===== src/rtl/bus_seq_ctrl.sv =====
// Bus sequencer execution core: fetches 13-bit program words from a sync-read
// RAM, issues transfer words to the byte master and executes control opcodes.
// Valid/ready: a transfer is accepted on any rising edge where xfer_valid and
// xfer_ready are both high; xfer_valid and its payload hold until then and
// xfer_valid never drops before acceptance except on abort or reset.
module bus_seq_ctrl #(
    parameter int ADDR_W   = 8,
    parameter int WORD_W   = 13,
    parameter int PRESCALE = 100
) (
    input  logic              clk,
    input  logic              rst_n,
    input  logic              start,
    input  logic [ADDR_W-1:0] start_addr,
    input  logic              abort,
    input  logic              resume,
    output logic              busy,
    output logic              paused,
    output logic              done,
    output logic [1:0]        err_code,
    output logic [7:0]        last_rdata,
    output logic              cmp_flag,
    output logic              mem_rd_en,
    output logic [ADDR_W-1:0] mem_addr,
    input  logic [WORD_W-1:0] mem_rdata,
    output logic              xfer_valid,
    input  logic              xfer_ready,
    output logic [7:0]        xfer_data,
    output logic [3:0]        xfer_cnfg,
    input  logic              xfer_done,
    input  logic [7:0]        xfer_rdata,
    input  logic              xfer_err,
    output logic [2:0]        dbg_state
);

    // Delay counter holds up to 256*PRESCALE-1; jump arithmetic needs one
    // bit above the wider of PC and offset so out-of-range results show up.
    localparam int DLY_W = $clog2(256 * PRESCALE);
    localparam int JW    = ((ADDR_W > 8) ? ADDR_W : 8) + 1;

    localparam logic [2:0] OP_STOP  = 3'd0;
    localparam logic [2:0] OP_WAIT  = 3'd1;
    localparam logic [2:0] OP_CMP   = 3'd2;
    localparam logic [2:0] OP_CJMP  = 3'd3;
    localparam logic [2:0] OP_PAUSE = 3'd4;
    localparam logic [2:0] OP_JMP   = 3'd5;

    localparam logic [1:0] ERR_CMP = 2'd1;
    localparam logic [1:0] ERR_PC  = 2'd2;
    localparam logic [1:0] ERR_BUS = 2'd3;

    typedef enum logic [2:0] {
        S_IDLE      = 3'd0,
        S_FETCH     = 3'd1,
        S_EXEC      = 3'd2,
        S_XFER_REQ  = 3'd3,
        S_XFER_WAIT = 3'd4,
        S_DELAY     = 3'd5,
        S_PAUSE     = 3'd6
    } state_t;

    state_t            state_q, state_d;
    logic [ADDR_W-1:0] pc_q, pc_d;
    logic [1:0]        err_q, err_d;
    logic [7:0]        last_rdata_q, last_rdata_d;
    logic              cmp_q, cmp_d;
    logic              busy_q, busy_d;
    logic              done_q, done_d;
    logic [11:0]       word_q, word_d;
    logic [DLY_W-1:0]  dly_q, dly_d;
    logic              abort_pend_q, abort_pend_d;

    // Decoded fields of the word returned by the RAM in EXEC
    logic              w_cmd;
    logic [2:0]        w_op;
    logic              w_cnfg;
    logic [7:0]        w_data;
    logic [ADDR_W:0]   pc_inc;
    logic [JW-1:0]     jmp_base, jmp_off, jmp_tgt;
    logic              jmp_ovf;
    logic [DLY_W-1:0]  dly_load;
    logic              go_end, go_next, go_jump;

    assign w_cmd    = mem_rdata[0];
    assign w_op     = mem_rdata[3:1];
    assign w_cnfg   = mem_rdata[4];
    assign w_data   = mem_rdata[12:5];
    assign pc_inc   = {1'b0, pc_q} + {{ADDR_W{1'b0}}, 1'b1};
    assign jmp_base = {{(JW-ADDR_W){1'b0}}, pc_q};
    assign jmp_off  = {{(JW-8){1'b0}}, w_data};
    assign jmp_tgt  = w_cnfg ? (jmp_base - jmp_off) : (jmp_base + jmp_off);
    assign jmp_ovf  = |jmp_tgt[JW-1:ADDR_W];
    // Loaded value is cycles-1 so DELAY lasts exactly (data+1)*PRESCALE cycles
    assign dly_load = DLY_W'((32'(w_data) + 32'd1) * 32'(PRESCALE) - 32'd1);

    assign busy       = busy_q;
    assign done       = done_q;
    assign paused     = (state_q == S_PAUSE);
    assign err_code   = err_q;
    assign last_rdata = last_rdata_q;
    assign cmp_flag   = cmp_q;
    assign mem_rd_en  = (state_q == S_FETCH);
    assign mem_addr   = pc_q;
    assign xfer_valid = (state_q == S_XFER_REQ);
    assign xfer_data  = word_q[11:4];
    assign xfer_cnfg  = word_q[3:0];
    assign dbg_state  = state_q;

    // Next-state and datapath decode; end/advance/jump resolved at the bottom
    always_comb begin
        state_d      = state_q;
        pc_d         = pc_q;
        err_d        = err_q;
        last_rdata_d = last_rdata_q;
        cmp_d        = cmp_q;
        busy_d       = busy_q;
        done_d       = 1'b0;
        word_d       = word_q;
        dly_d        = dly_q;
        abort_pend_d = abort_pend_q;
        go_end       = 1'b0;
        go_next      = 1'b0;
        go_jump      = 1'b0;
        case (state_q)
            S_IDLE: begin
                if (start) begin
                    pc_d    = start_addr;
                    err_d   = 2'd0;
                    cmp_d   = 1'b0;
                    busy_d  = 1'b1;
                    state_d = S_FETCH;
                end
            end
            S_FETCH: begin
                if (abort) go_end = 1'b1;
                else       state_d = S_EXEC;
            end
            S_EXEC: begin
                if (abort) begin
                    go_end = 1'b1;
                end else if (w_cmd) begin
                    word_d  = mem_rdata[12:1];
                    state_d = S_XFER_REQ;
                end else begin
                    case (w_op)
                        OP_STOP: go_end = 1'b1;
                        OP_WAIT: begin
                            dly_d   = dly_load;
                            state_d = S_DELAY;
                        end
                        OP_CMP: begin
                            cmp_d = (last_rdata_q == w_data);
                            if (w_cnfg && (last_rdata_q != w_data)) begin
                                err_d  = ERR_CMP;
                                go_end = 1'b1;
                            end else begin
                                go_next = 1'b1;
                            end
                        end
                        OP_CJMP: begin
                            if (cmp_q) go_jump = 1'b1;
                            else       go_next = 1'b1;
                        end
                        OP_PAUSE: state_d = S_PAUSE;
                        OP_JMP:   go_jump = 1'b1;
                        default:  go_next = 1'b1;
                    endcase
                end
            end
            S_XFER_REQ: begin
                // Once accepted the bus transfer must complete, so a
                // coincident abort is remembered rather than acted on.
                if (xfer_ready) begin
                    abort_pend_d = abort;
                    state_d      = S_XFER_WAIT;
                end else if (abort) begin
                    go_end = 1'b1;
                end
            end
            S_XFER_WAIT: begin
                if (abort) abort_pend_d = 1'b1;
                if (xfer_done) begin
                    last_rdata_d = xfer_rdata;
                    if (xfer_err) begin
                        err_d  = ERR_BUS;
                        go_end = 1'b1;
                    end else if (abort_pend_q || abort) begin
                        go_end = 1'b1;
                    end else begin
                        go_next = 1'b1;
                    end
                end
            end
            S_DELAY: begin
                if (abort)              go_end = 1'b1;
                else if (dly_q == '0)   go_next = 1'b1;
                else                    dly_d = dly_q - 1'b1;
            end
            S_PAUSE: begin
                if (abort)       go_end = 1'b1;
                else if (resume) go_next = 1'b1;
            end
            default: go_end = 1'b1;
        endcase

        if (go_jump) begin
            if (jmp_ovf) begin
                err_d = ERR_PC;
            end else begin
                pc_d    = jmp_tgt[ADDR_W-1:0];
                state_d = S_FETCH;
            end
        end
        if (go_next) begin
            if (pc_inc[ADDR_W]) begin
                err_d = ERR_PC;
            end else begin
                pc_d    = pc_inc[ADDR_W-1:0];
                state_d = S_FETCH;
            end
        end
        if (go_end || (go_jump && jmp_ovf) || (go_next && pc_inc[ADDR_W])) begin
            state_d      = S_IDLE;
            busy_d       = 1'b0;
            done_d       = 1'b1;
            abort_pend_d = 1'b0;
        end
    end

    // State and datapath registers with asynchronous active-low reset
    always_ff @(posedge clk or negedge rst_n) begin
        if (!rst_n) begin
            state_q      <= S_IDLE;
            pc_q         <= '0;
            err_q        <= 2'd0;
            last_rdata_q <= 8'd0;
            cmp_q        <= 1'b0;
            busy_q       <= 1'b0;
            done_q       <= 1'b0;
            word_q       <= 12'd0;
            dly_q        <= '0;
            abort_pend_q <= 1'b0;
        end else begin
            state_q      <= state_d;
            pc_q         <= pc_d;
            err_q        <= err_d;
            last_rdata_q <= last_rdata_d;
            cmp_q        <= cmp_d;
            busy_q       <= busy_d;
            done_q       <= done_d;
            word_q       <= word_d;
            dly_q        <= dly_d;
            abort_pend_q <= abort_pend_d;
        end
    end

endmodule

===== config.mk =====
export PLATFORM = sky130hd
export DESIGN_NAME = bus_seq_ctrl
export DESIGN_NICKNAME = d
export VERILOG_FILES = /design/src/rtl/bus_seq_ctrl.sv
export SDC_FILE = /design/constraint.sdc
export NUM_CORES = 1
export LEC_CHECK = 0
export ABC_AREA = 1
export CORE_AREA = 2 2 117 119
export DETAILED_ROUTE_END_ITERATION = 7
export DIE_AREA = 0 0 119 121
export GPL_ROUTABILITY_DRIVEN = 0
export SYNTH_ARGS = -nofsm -noshare
export SYNTH_HDL_FRONTEND = slang
export SYNTH_SLANG_ARGS = --single-unit

===== constraint.sdc =====
create_clock -name clk -period 3.1 [get_ports clk]
set_input_delay 0.93 -clock clk [delete_from_list [all_inputs] [get_ports clk]]
set_output_delay 0.93 -clock clk [all_outputs]
set_load 0.02 [all_outputs]

==> results.toml <==
[outcome]
status = "complete, but fails checks"
violations = "negative setup slack"

[synthesis]
ys_async_sr_fraction_pct = 100
ys.flop_type = "dfrtp_1"
synth-seq-area-share_pct = 25.2
synth_edf_count = 0
ys_warn_count = 0
synth_seq_cells = 52
ys_types = 44
syn-mean-instance-area_um2 = 6.44
postSynthCellCount = 802
syn_area_um2 = 5160
syn_nets = 884

[floorplan]
start_util_pct = 39.4
coreArea_um2 = 13100
fp.dieW_um = 119
die-height_um = 121
num_rows = 42
ios = 76
design.die.area_um2 = 14400

[timing]
finalMaxSlewViolations = 0
setup_violations = 24
worst_slack_ps = -691
tightestPinTransition_ps = 716
fin_skew_ps = 9.38
fmax_mhz = 264
relSlewSlack_pct = 52.3
grt_setup_unrepaired = "yes"
post-route-period-util_pct = 122
finalHoldViolations = 0
period_needed_ps = 3790

[finish]
drive_gt1_share_pct = 28.3
design_area_um2 = 7780
diodes = 0
mostFrequentLayoutCell = "nand2_1"
mostFrequentLayoutCells = "215 x nand2_1, 93 x inv_1, 93 x buf_4, 68 x clkdlybuf4s50_1, 64 x nor2_1"
final_nets = 1062
area_delta_synth_final_pct = 50.7
num-fill-cells = 1214

[clock_network]
clock_latency_ps = 310
postCtsHoldBufs = 0
clk_pin_slew_ps = 70
numCtsBuffers = 5
cts_tree = "built"
cts-htree-levels = 2
root_buffer = "clkbuf_16"
cts.sinks = 52
cts_buffer_depth = 2

[worst_setup_path]
cp.arrival_ps = 4030
path_buf_inv = 5
crit_required_ps = 3340
cp-end-kind = "register"
cpMaxStageDelayCell = "fa_1"
path_class = "in -> reg"
cp_cell_sequence = "buf_6, buf_4, nand3_2, nand2_2, and2_4, ha_4, ha_4, inv_2, fa_1, inv_2, ha_4, buf_12, nand2_1, nor2_2, nand2_1, nand4_1, nand2_4, nor2_4, nand4_1, nand2_1, nand3_2, a21oi_2"
critPathMaxFanout = 4
crit_path_start_kind = "input pin"
r2r_setup_slack_ps = 560
critPathMaxStageDelay_ps = 540
cp_top_family = "adder cells"

[detailed_routing]
drtIter0Drc = 306
wl_per_cell_um = 14.2
drc = 0
routed.top_layer = "met4"
drt-met1-wl_um = 7130
wl_um = 16400
antenna_left = 0
met2_length_um = 8090
wl_met3_um = 744
drt-vias-per-instance = 5.00
num_vias = 5786
first_pass_iters = 5

[grt]
grt-ovfl-total = 0
grt_pass1_vias = 5640
grt_max_degree = 53
grt_antenna_before_repair = 0
grt_pass1_wl_um = 26600
grt_use_total_pct = 23.1

[place]
dp_slack_ps = -1510
io_buffers = 75
hpwl_um = 12300
place_area_um2 = 6900

[pwr]
power_density_nw_per_um2 = 756
p_leak_nw = 3.81
vdd_drop_max_uv = 428

[flow_run]
maxCapViolations = 0

[worst_hold_path]
hp-class = "reg -> reg"
==> path summary, 6_finish.rpt <==
path,startpoint,end,cells past startpoint
max in group asynchronous,rst_n,mem_addr[0]$_DFF_PN0_,2
max,mem_rdata[6],dly_q[14]$_DFFE_PN0P_,22
min in group asynchronous,rst_n,dly_q[11]$_DFFE_PN0P_,2
min reg2reg,word_q[6]$_DFFE_PN0P_,word_q[6]$_DFFE_PN0P_,2
min,word_q[6]$_DFFE_PN0P_,word_q[6]$_DFFE_PN0P_,2
max reg2reg,dbg_state[1]$_DFF_PN0_,mem_addr[7]$_DFF_PN0_,11
==> cells in the mapped netlist (6+ instances only) <==
cell,number,area (um^2)
a21oi_1,36,180
a31oi_1,7,43.8
dfrtp_1,52,1300
ha_1,40,500
inv_1,115,432
inv_2,10,37.5
nand2_1,251,942
nand2_2,6,37.5
nand3_1,40,200
nand3b_1,6,45.0
nand4_1,22,138
nor2_1,78,293
o21ai_0,37,185
o21ai_1,15,75.1
xor2_1,23,201
==> where the power goes <==
part / switching (mW) / total [mW] / leakage, nW / internal, mW
combinational: 2.17 / 3.98 / 3.11 / 1.81
clock: 0.287 / 0.586 / 0.0736 / 0.299
sequential: 0.330 / 1.32 / 0.627 / 0.989
==> routing by layer <==
metal | vias to the layer above | track usage, %
li1 | 2912 | -
met4 | 0 | 9.23
met1 | 2689 | 28.8
met2 | 154 | 40.3
met5 | - | 0
met3 | 31 | 3.15
==> logic make-up (layout without fill, tap and decap cells) <==
logic type | Yosys count | in the layout | synth area share, %
AO/OA/AOI/OAI | 114 | 114 | 12.4
XOR/XNOR | 28 | 28 | 4.75
adder cells (fa/ha/maj) | 45 | 45 | 11.6
buffers and inverters | 139 | 317 | 11.0
flip-flops | 52 | 52 | 25.2
multiplexers | 1 | 1 | 0.194
AND/OR/NAND/NOR | 423 | 424 | 34.8
==> worst min-delay path, cell delays in order (launching register included) <==
cell,delay [ps]
dfrtp_1,350
nand2_1,50
o21ai_0,50
==> through the flow <==
step	setup TNS, ps	hold WS (ps)	instances	total power [mW]	utilization [%]
6_report	-5710	490	1157	5.88	59.4
2_1_floorplan	-3750	454	802	3.51	-
3_3_place_gp	-25230	468	1126	4.76	52.7
3_5_place_dp	-26490	482	1126	4.82	52.7
5_1_grt	-9450	516	1157	6.41	59.4
4_1_cts	-4540	499	1151	5.67	57.1
==> sequential cells by signal, summed over array words and instances, names as in the netlist <==
register / cells
word_q: 12
last_rdata: 8
dly_q: 15
cmp_flag: 1
dbg_state: 3
busy: 1
mem_addr: 8
err_code: 2
done: 1
abort_pend_q: 1
==> repair_timing <==
item / 4_1_cts / 5_1_grt
pin swaps: 58 / 44
buffers inserted: 18 / 10
cloned: 1 / 0
gates resized for setup: 84 / 80
setup endpoints to repair: 25 / 24
==> final cells by class <==
cell class | instances | area [um^2] | area share, %
multi-input cells | 612 | 3980 | 51.2
repair buffers | 184 | 1650 | 21.3
flip-flops and latches | 52 | 1300 | 16.7
inverters | 125 | 479 | 6.16
well taps | 176 | 220 | 2.83
clock buffers | 5 | 125 | 1.61
clock inverters | 3 | 18.8 | 0.241
Power figures use the tool's default switching activity.
==> edit (same flow settings) <==
The parameter `PRESCALE` goes from 100 to 150.
--- a/src/rtl/bus_seq_ctrl.sv
+++ b/src/rtl/bus_seq_ctrl.sv
@@ -7,5 +7,5 @@
     parameter int ADDR_W   = 8,
     parameter int WORD_W   = 13,
-    parameter int PRESCALE = 100
+    parameter int PRESCALE = 150
 ) (
     input  logic              clk,
Behaviour: no difference found for any inputs over 10 cycles, from zero or initial values and one cycle with rst_n low; that may be too few to reach the edited logic, so the function may still have changed.
==> edit against the unedited design <==
  * The flow still finishes with violations (setup timing)
  * Sequential share of layout area shrank 0.62 points
  * Count of clock-buffer cells in the layout is the same
  * Sequential cell count grew 1
  * Area after synthesis grew 8.8%
  * Wire length shrank 0.51%
  * Final area grew 5.8%
  * Worst setup slack lost 900 ps
  * Total power grew 15%
  * Critical endpoint is now dly_q[10]$_DFFE_PN0P_
==> edit: results (changes against the unedited design) <==
<table>
<tr><th>Metric</th><th>Value</th></tr>
<tr><th colspan="2">Worst setup path</th></tr>
<tr><td>Worst-path maximum fanout</td><td>5 (was 4)</td></tr>
<tr><td>Data arrival time of the critical path</td><td>4930 ps (was 4030 ps)</td></tr>
<tr><td>Reg-to-reg setup timing slack</td><td>830 ps (was 560 ps)</td></tr>
<tr><th colspan="2">Route</th></tr>
<tr><td>Iteration-0 DRC count of the detailed router</td><td>386 (was 306)</td></tr>
<tr><td>Routed wire length</td><td>16300 µm (was 16400 µm)</td></tr>
<tr><td>Sum of routed wire segments on met1</td><td>7290 µm (was 7130 µm)</td></tr>
<tr><th colspan="2">Outcome</th></tr>
<tr><td>Status</td><td>finished with violations (unchanged)</td></tr>
<tr><td>Failing checks</td><td>setup timing (unchanged)</td></tr>
<tr><th colspan="2">Global route</th></tr>
<tr><td>Pin count of the biggest net entering global routing</td><td>54 (was 53)</td></tr>
<tr><td>Total routing usage reported by global routing</td><td>22.8% (was 23.1%)</td></tr>
<tr><th colspan="2">STA</th></tr>
<tr><td>Setup-failing EPs final</td><td>27 (was 24)</td></tr>
<tr><td>Max-Slew Margin vs Limit</td><td>49.3% (was 52.3%)</td></tr>
<tr><td>Maximum clock skew at final layout</td><td>10.5 ps (was 9.38 ps)</td></tr>
<tr><td>Crit path setup slack, layout</td><td>-1590 ps (was -691 ps)</td></tr>
<tr><th colspan="2">Pwr</th></tr>
<tr><td>Net switching power</td><td>3.21 mW (was 2.79 mW)</td></tr>
<tr><td>Leakage</td><td>4.00 nW (was 3.81 nW)</td></tr>
<tr><th colspan="2">Yosys</th></tr>
<tr><td>Synthesized net count</td><td>914 (was 884)</td></tr>
<tr><td>Library cells used by synthesis</td><td>51 (was 44)</td></tr>
<tr><td>Share of synthesized area occupied by flip-flops and latches</td><td>23.6% (was 25.2%)</td></tr>
<tr><td>Number of instances in the synthesized netlist</td><td>818 (was 802)</td></tr>
<tr><th colspan="2">Placed design</th></tr>
<tr><td>Half-perimeter wire length after detailed placement</td><td>12700 µm (was 12300 µm)</td></tr>
<tr><th colspan="2">Layout</th></tr>
<tr><td>Proportion of layout cells with a drive suffix above 1</td><td>30.0% (was 28.3%)</td></tr>
<tr><td>Nets@finish</td><td>1089 (was 1062)</td></tr>
<tr><td>Synthesis-to-layout area growth</td><td>46.5% (was 50.7%)</td></tr>
<tr><td>Registers with the most flip-flops</td><td>dly_q (16), word_q (12) (was dly_q (15), word_q (12))</td></tr>
<tr><th colspan="2">Clocking</th></tr>
<tr><td>Post-CTS resize count</td><td>82 (was 84)</td></tr>
</table>
-- edit: changes by cell type after synthesis, sizes merged, moves of 6 or more --
cell and change:
inv +7, nand3 +15, o21ai +6, nor2 -9, ha +10, nand2 -41, mux2 +8
-- edit: power groups by stage --
stage                     combinational [mW]  sequential (mW)  clock, mW
after global placement                  4.04             1.35          0
final                                   4.71             1.36      0.685
after CTS                               4.46             1.36      0.705
after global routing                    5.17             1.40      0.730
after detailed placement                4.12             1.36          0
after floorplan                         2.52             1.52          0
-- edit: final cells by class --
type | count | share of cell area [%]
inverters | 132 | 6.23
multi-input cells | 618 | 53.2
clock buffers | 5 | 1.52
well taps | 176 | 2.68
flip-flops and latches | 53 | 16.1
clock inverters | 3 | 0.532
repair buffers | 183 | 19.7
-- edit: final timing paths --
check / depth (start not counted) / end
max in group asynchronous: 2 / mem_addr[6]$_DFF_PN0_
worst max register to register: 14 / dbg_state[2]$_DFF_PN0_
min in group asynchronous: 2 / dly_q[14]$_DFFE_PN0P_
worst max-delay path: 31 / dly_q[10]$_DFFE_PN0P_
worst min register to register: 2 / word_q[1]$_DFFE_PN0P_
worst min-delay path: 2 / word_q[1]$_DFFE_PN0P_
-- edit: routing by layer --
layer,vias up,GRT usage (%)
met5,-,0
met4,0,7.44
met3,31,4.28
met2,170,39.4
met1,2740,28.7
li1,3001,-
-- edit: cells by family after synthesis --
| family | Yosys count | synth area share (%) |
|---|---|---|
| fa+ha+maj | 59 | 14.3 |
| flops | 53 | 23.6 |
| mux | 10 | 1.96 |
| buf+inv | 147 | 10.5 |
| compound gates | 132 | 13.8 |
| xor+xnor | 32 | 4.99 |
| simple gates | 385 | 30.8 |
-- edit: critical path, delay by kind of cell --
kind	cells	cell delay (ps)
compound gates	2	220
xor+xnor	2	360
fa+ha+maj	4	1590
buf+inv	11	740
simple gates	12	1100
